==> src/rtl/countdown_pkg.sv <==
// Shared types and defaults for the loadable down-counter.
// Build option AUTO_RELOAD_EN (see countdown_core) does not affect this package.
package countdown_pkg;

  localparam int unsigned CD_WIDTH_DEFAULT = 4;

  typedef enum logic [1:0] {
    StIdle = 2'd0,
    StRun  = 2'd1,
    StDone = 2'd2
  } cd_state_e;

  function automatic logic cd_is_idle(input cd_state_e st);
    return st == StIdle;
  endfunction

endpackage

==> src/rtl/countdown_dec.sv <==
// WIDTH-bit ripple decrementer built from a borrow chain (XOR2T/AND2T style).
// Flags a value of exactly one so the caller can detect the terminal step.
module countdown_dec #(
  parameter int unsigned WIDTH = 4
) (
  input  logic [WIDTH-1:0] a,
  output logic [WIDTH-1:0] diff,
  output logic             is_one
);

  logic [WIDTH-1:0] borrow;

  assign borrow[0] = 1'b1;

  for (genvar i = 1; i < WIDTH; i++) begin : g_borrow
    assign borrow[i] = ~a[i-1] & borrow[i-1];
  end

  for (genvar i = 0; i < WIDTH; i++) begin : g_diff
    assign diff[i] = a[i] ^ borrow[i];
  end

  assign is_one = (a == WIDTH'(1));

endmodule

==> src/rtl/countdown_core.sv <==
// Loadable down-counter with valid/ready load, enable, abort and a terminal-count pulse.
// Define AUTO_RELOAD_EN to keep running and reload the start value after each terminal count.
module countdown_core
  import countdown_pkg::*;
#(
  parameter int unsigned WIDTH = CD_WIDTH_DEFAULT
) (
  input  logic             GCLK_Pad,
  input  logic             rst_Pad,
  input  logic             load_Pad,
  input  logic [WIDTH-1:0] load_val_Pad,
  input  logic             en_Pad,
  input  logic             stop_Pad,
  output logic             ready_Pad,
  output logic [WIDTH-1:0] count_Pad,
  output logic             tc_Pad
);

  cd_state_e        state_q, state_d;
  logic [WIDTH-1:0] count_q, count_d;
  logic [WIDTH-1:0] reload_q, reload_d;
  logic             tc_q, tc_d;
  logic             ready_q, ready_d;

  logic [WIDTH-1:0] dec_diff;
  logic             dec_is_one;
  logic             is_zero;

  countdown_dec #(
    .WIDTH (WIDTH)
  ) u_dec (
    .a      (count_q),
    .diff   (dec_diff),
    .is_one (dec_is_one)
  );

  assign is_zero = (count_q == '0);

  always_comb begin
    state_d  = state_q;
    count_d  = count_q;
    reload_d = reload_q;
    tc_d     = 1'b0;

    unique case (state_q)
      StIdle: begin
        if (load_Pad) begin
          count_d  = load_val_Pad;
          reload_d = load_val_Pad;
          if (load_val_Pad == '0) begin
            state_d = StDone;
            tc_d    = 1'b1;
          end else begin
            state_d = StRun;
          end
        end
      end

      StRun: begin
        // Abort wins over both decrement and terminal count.
        if (stop_Pad) begin
          state_d = StIdle;
        end else if (en_Pad) begin
          if (dec_is_one) begin
            count_d = '0;
            tc_d    = 1'b1;
`ifdef AUTO_RELOAD_EN
            state_d = StRun;
`else
            state_d = StDone;
`endif
          end else if (is_zero) begin
`ifdef AUTO_RELOAD_EN
            count_d = reload_q;
`else
            count_d = count_q;
`endif
          end else begin
            count_d = dec_diff;
          end
        end
      end

      StDone: begin
        state_d = StIdle;
      end

      default: begin
        state_d = StIdle;
      end
    endcase

    // Registered copy of the next state's idle flag keeps ready glitch-free.
    ready_d = cd_is_idle(state_d);
  end

  always_ff @(posedge GCLK_Pad or posedge rst_Pad) begin
    if (rst_Pad) begin
      state_q  <= StIdle;
      count_q  <= '0;
      reload_q <= '0;
      tc_q     <= 1'b0;
      ready_q  <= 1'b1;
    end else begin
      state_q  <= state_d;
      count_q  <= count_d;
      reload_q <= reload_d;
      tc_q     <= tc_d;
      ready_q  <= ready_d;
    end
  end

  assign ready_Pad = ready_q;
  assign count_Pad = count_q;
  assign tc_Pad    = tc_q;

endmodule
==> config.mk <==
export PLATFORM = sky130hd
export DESIGN_NAME = countdown_core
export DESIGN_NICKNAME = d
export VERILOG_FILES = /design/src/rtl/countdown_pkg.sv /design/src/rtl/countdown_dec.sv /design/src/rtl/countdown_core.sv
export SDC_FILE = /design/constraint.sdc
export NUM_CORES = 1
export LEC_CHECK = 0
export ABC_AREA = 1
export CORE_MARGIN = 2
export CORE_UTILIZATION = 40
export DETAILED_ROUTE_END_ITERATION = 7
export GPL_ROUTABILITY_DRIVEN = 0
export GPL_TIMING_DRIVEN = 0
export PLACE_DENSITY = 0.71
export SYNTH_ARGS = -nofsm -noshare
export SYNTH_HDL_FRONTEND = slang
export SYNTH_SLANG_ARGS = --single-unit
==> constraint.sdc <==
create_clock -name GCLK_Pad -period 1.2 [get_ports GCLK_Pad]
set_input_delay 0.24 -clock GCLK_Pad [delete_from_list [all_inputs] [get_ports GCLK_Pad]]
set_output_delay 0.24 -clock GCLK_Pad [all_outputs]
set_load 0.01 [all_outputs]
Word level (Yosys, flattened, before mapping)
Cells that the tools add are included.
{"block": "word_totals", "ff_bits": 8, "inputBits": 9, "output_inout_bits": 6, "wordCells": 42}
{"block": "classes", "eq_ne": 6, "muxes": 18, "bitwise": 8, "n_reduce_logical": 6}
{"op": "$mux 4", "count": 5}
{"op": "$mux 2", "count": 5}
{"op": "$logic_not 4->1", "count": 2}
{"op": "$pmux 4 s2", "count": 1}
{"op": "$ne 2x2->1 const B", "count": 3}
{"op": "$mux 1", "count": 5}
{"op": "$reduce_and 5->1", "count": 1}
{"op": "$eq 4x1->1 const B", "count": 1}
{"op": "$logic_not 2->1", "count": 2}
{"op": "$pmux 2 s2", "count": 1}
{"op": "$ne 3x3->1 const B", "count": 1}
{"op": "$not 1->1", "count": 3}
{"op": "$xor 1x1->1", "count": 3}
{"op": "$and 1x1->1", "count": 2}
{"op": "$eq 2x1->1 const B", "count": 1}
{"op": "$pmux 1 s2", "count": 1}
{"op": "$reduce_bool 2->1", "count": 1}

Logic depth before layout (Yosys ltp)
{"block": "logic_depth", "ltp_word": 9, "depth_mapped": 10}

Cells and area by module
A second synthesis with hierarchy kept.
{"block": "hier_totals", "hier_cells": 84, "hier_area_um2": 558.0}
{"module": "countdown_core", "n_inst": 1, "cells_each": 69, "area_each_um2": 470.5}
{"module": "countdown_dec", "n_inst": 1, "cells_each": 15, "area_each_um2": 87.6}

Least setup slack after synthesis
No wires, ideal clock.
{"block": "synth_timing", "path_kind": "register to register", "startpoint": "register count_q[0], in the netlist count_Pad[0]", "endpoint": "register count_q[2], in the netlist count_Pad[2]", "setup_time_ps": 65, "arrival_ps": 1215, "t_required_ps": 1135, "path_slack_ps": -80, "path_stages_with_launch": 8, "n_path_buf": 0, "synth_period_minus_slack_ps": 1280, "path_cell_list": "dfrtp_1 inv_1 ha_1 ha_1 nand3b_1 nand2_1 nand2_1 nand2_1"}
{"block": "synth_via", "elab_chain_cells": 8, "elab_cells_between_ends": 12, "cone_classes": "eq/ne (2); mux (5); bitwise (3); reduce/logical (2)"}
{"element": "from (decl)", "line_no": "countdown_core.sv:20", "rtl": "logic [WIDTH-1:0] count_q, count_d;"}
{"element": "from (signal assigned)", "line_no": "countdown_core.sv:106", "rtl": "count_q <= count_d;"}
{"element": "$not 1->1", "line_no": "countdown_dec.sv:16", "rtl": "assign borrow[i] = ~a[i-1] & borrow[i-1];"}
{"element": "$and 1x1->1", "line_no": "countdown_dec.sv:16"}
{"element": "$xor 1x1->1", "line_no": "countdown_dec.sv:20", "rtl": "assign diff[i] = a[i] ^ borrow[i];"}
{"element": "$mux 4", "line_no": "countdown_core.sv:72", "rtl": "end else if (is_zero) begin"}
{"element": "$mux 4", "line_no": "countdown_core.sv:64", "rtl": "if (dec_is_one) begin"}
{"element": "$mux 4", "line_no": "countdown_core.sv:63", "rtl": "end else if (en_Pad) begin"}
{"element": "$mux 4", "line_no": "countdown_core.sv:61", "rtl": "if (stop_Pad) begin"}
{"element": "$pmux 4 s2", "line_no": "countdown_core.sv:45", "rtl": "unique case (state_q)"}
Several ways; a longest one is shown, not always the timed one. The select of a mux whose other input is x is not followed.
A chain may end at the register's enable or synchronous reset.

Worst setup path in the final report
{"block": "layout_timing", "startpoint": "register count_q[0], in the netlist count_Pad[0]", "endpoint": "register count_q[3], in the netlist count_Pad[3]"}
{"block": "layout_via", "elab_chain_cells": 9, "elab_cells_between_ends": 13, "cone_classes": "eq/ne (2); mux (5); bitwise (4); reduce/logical (2)"}
{"element": "$not 1->1", "line_no": "countdown_dec.sv:16"}
{"element": "$and 1x1->1 (2 in series)", "line_no": "countdown_dec.sv:16"}
{"element": "$xor 1x1->1", "line_no": "countdown_dec.sv:20"}
{"element": "$mux 4", "line_no": "countdown_core.sv:72"}
{"element": "$mux 4", "line_no": "countdown_core.sv:64"}
{"element": "$mux 4", "line_no": "countdown_core.sv:63"}
{"element": "$mux 4", "line_no": "countdown_core.sv:61"}
{"element": "$pmux 4 s2", "line_no": "countdown_core.sv:45"}
Several ways; a longest one is shown, not always the timed one. The select of a mux whose other input is x is not followed.

==> summary.md <==
| Metric | Value |
|---|---|
| First-pass GRT wire length | 1870 um |
| Die height | 40.1 um |
| DRT iter0 DRCs | 11 |
| CTS Sinks | 8 |
| LEAKAGE | 0.420 nW |
| I/O pin cnt | 15 |
| Dpl cells | 101 |
| Reg clk slew, reported paths | 60 ps |
| Most frequent CP cell | inv_2 |
| Fmax | 0.757 GHz |
| Mapped Area | 522 sq um |
| RSZ-0062 raised after global routing | true |
| Reg2reg setup slack | -120 ps |
| Slew HR | 0.789 |
| CP Capture Type | register |
| CP Buf/Inv Count | 3 |
| DRC Markers | 0 |
| Worst vdd ir | 0.972 mV |
| CP cell instances | inv_2, ha_4, nand2_2, inv_2, nand3b_1, nand2_4, inv_2, nand2_1, nand2_1 |
| CP max stage cell | dfrtp_1 |
| # diodes | 0 |
| Clock Tree Buf Depth | 2 |
| Top Family by Delay on Critical Path | simple AND/OR/NAND/NOR gates |
| Die area | 1610 sq um |
| Pwr dens | 2170 nW/um^2 |
| Critical Path AT | 1470 ps |
| Fin Clk Skew | 8.91 ps |
| Layout cells sized above 1 | 0.287 |
| Final setup violation count | 4 |
| Slew @ Worst Pin | 317 ps |
| Tmin final | 1320 ps |
| Final cell count without fillers | 109 |
| HP Class | input port to asynchronous set/reset pin |
| Overflow after GRT | 0 |
| Initial Utilization | 0.417 |
| Hold Buf Count CTS | 0 |
| Register area share after synthesis | 0.386 |
| CTS root buffer | clkbuf_4 |
| Post-synth top area share | 0.336 |
| First-pass detailed-route iteration total | 4 |
| Mean post-synth cell area | 7.25 sq um |
| Final period utilization | 1.10 |
| Crit start category | register |
| Failing checks | setup timing |
| PortBufs | 14 |
| Drt total wl | 1290 um |
| Detailed Place HPWL | 971 um |
| WL/cell | 11.9 um |
| Die Wd | 40.1 um |
| Largest stage delay on the critical path | 420 ps |
| Most frequent cells in the layout | nand2_1 (23), inv_1 (10), clkdlybuf4s50_1 (8) |
| Flops & latches, synth | 8 |
| Core area | 1250 sq um |
| Net Count, Synth | 84 |
| Max-Cap Viols | 0 |
| Max-slew violations | 0 |
| Total power | 1.65 mW |
| H-Tree Depth | 1 |
| Vias in the first global route | 470 |
| Synth area leader | dfrtp_1 |
| PnR worst setup slack | -120 ps |
| Site row count | 13 |
| Fin util | 0.607 |
| Final ANT Viol Nets | 0 |
| Initial antenna violation count | 0 |
| YS warnings | 0 |
| Critical path class | register to register |
| Netlist cell types | 15 |
| Fin. Hold Viols | 0 |
| Synth top area cells | dfrtp_1 (34%), nand2_1 (18%), inv_1 (10%), ha_1 (7.2%), dfstp_2 (5.0%) |
| Synth Instances | 72 |
| TritonCTS Buffers | 3 |
| Most common cell after layout, fill and taps aside | nand2_1 |
| Area growth, synth to finish | 45.8% |
| Total track usage | 0.184 |
| Clk_lat worst skew | 260 ps |
| Via density | 5.14 |
| Pre-CTS setup slack | -182 ps |
| Hold slack final | 221 ps |
| CTS tree | built |
| DR vias | 560 |
| WP data required | 1350 ps |
| CP Max Fanout | 5 |
| Final #Nets | 107 |
| Pin count of the biggest net entering global routing | 9 |
| Outcome | complete, but fails checks |
[cell type report]
| class | count | area [sq um] |
|---|---|---|
| Clock buffer | 4 | 26.3 |
| Fill cell | 114 | 492 |
| Inverter | 16 | 60.1 |
| Multi-Input combinational cell | 48 | 298 |
| Sequential cell | 8 | 201 |
| Tap cell | 15 | 18.8 |
| Timing Repair Buffer | 18 | 156 |
[worst paths after layout]
path | end | from | cells after the start
min | count_Pad[3] | rst_Pad | 2
max | count_Pad[3] | count_Pad[0] | 9
min reg2reg | count_Pad[2] | count_Pad[2] | 2
min in group GCLK_Pad | count_Pad[2] | count_Pad[2] | 2
max in group asynchronous | ready_Pad | rst_Pad | 2
max reg2reg | count_Pad[3] | count_Pad[0] | 9
[cells in the mapped netlist (all sizes together)]
master	n
nand2	28
inv	16
dfrtp	7
nand3	5
nor2	5
ha	3
o22ai	3
nand3b	2
o21ai	2
dfstp	1
[state kept, by name, indices dropped and copies added, names as in the netlist]
| signal | count |
|---|---|
| count_Pad | 4 |
| tc_Pad | 1 |
| state_q | 2 |
| ready_Pad | 1 |
[metrics by stage]
stage          cell area, sq um  TNS [ps]
6_report                    761      -339
5_1_grt                     761      -590
4_1_cts                     739      -235
3_5_place_dp                683      -787
3_3_place_gp                683      -679
2_1_floorplan               524      -110
[kinds of logic (layout without fill, tap and decap cells)]
kind of cell	Yosys count	after routing	share of synthesized area
compound gates	5	5	0.0552
fa+ha+maj	3	3	0.0720
buf+inv	16	38	0.115
flops	8	8	0.386
simple gates	40	40	0.372
[layer usage]
metal / up-vias / part of all wire / track usage
li1: 268 / - / -
met1: 254 / 0.40 / 0.178
met2: 30 / 0.52 / 0.331
met3: 8 / 0.055 / 0.0667
met4: 0 / 0.026 / 0.103
met5: - / 0 / 0
[report_power, final]
part / switching [mW] / total (mW) / internal [mW]
Combinational: 0.530 / 0.979 / 0.449
Sequential: 0.0758 / 0.440 / 0.364
Clock: 0.102 / 0.230 / 0.128
[timing repair]
action / in CTS / in global routing
gates resized for setup: 17 / 7
endpoints found under the setup margin: 10 / 10
pin swaps: 2 / 7
cloned: 0 / 0
setup buffers: 3 / 1
Note: power is estimated with default switching activity, not from simulation.
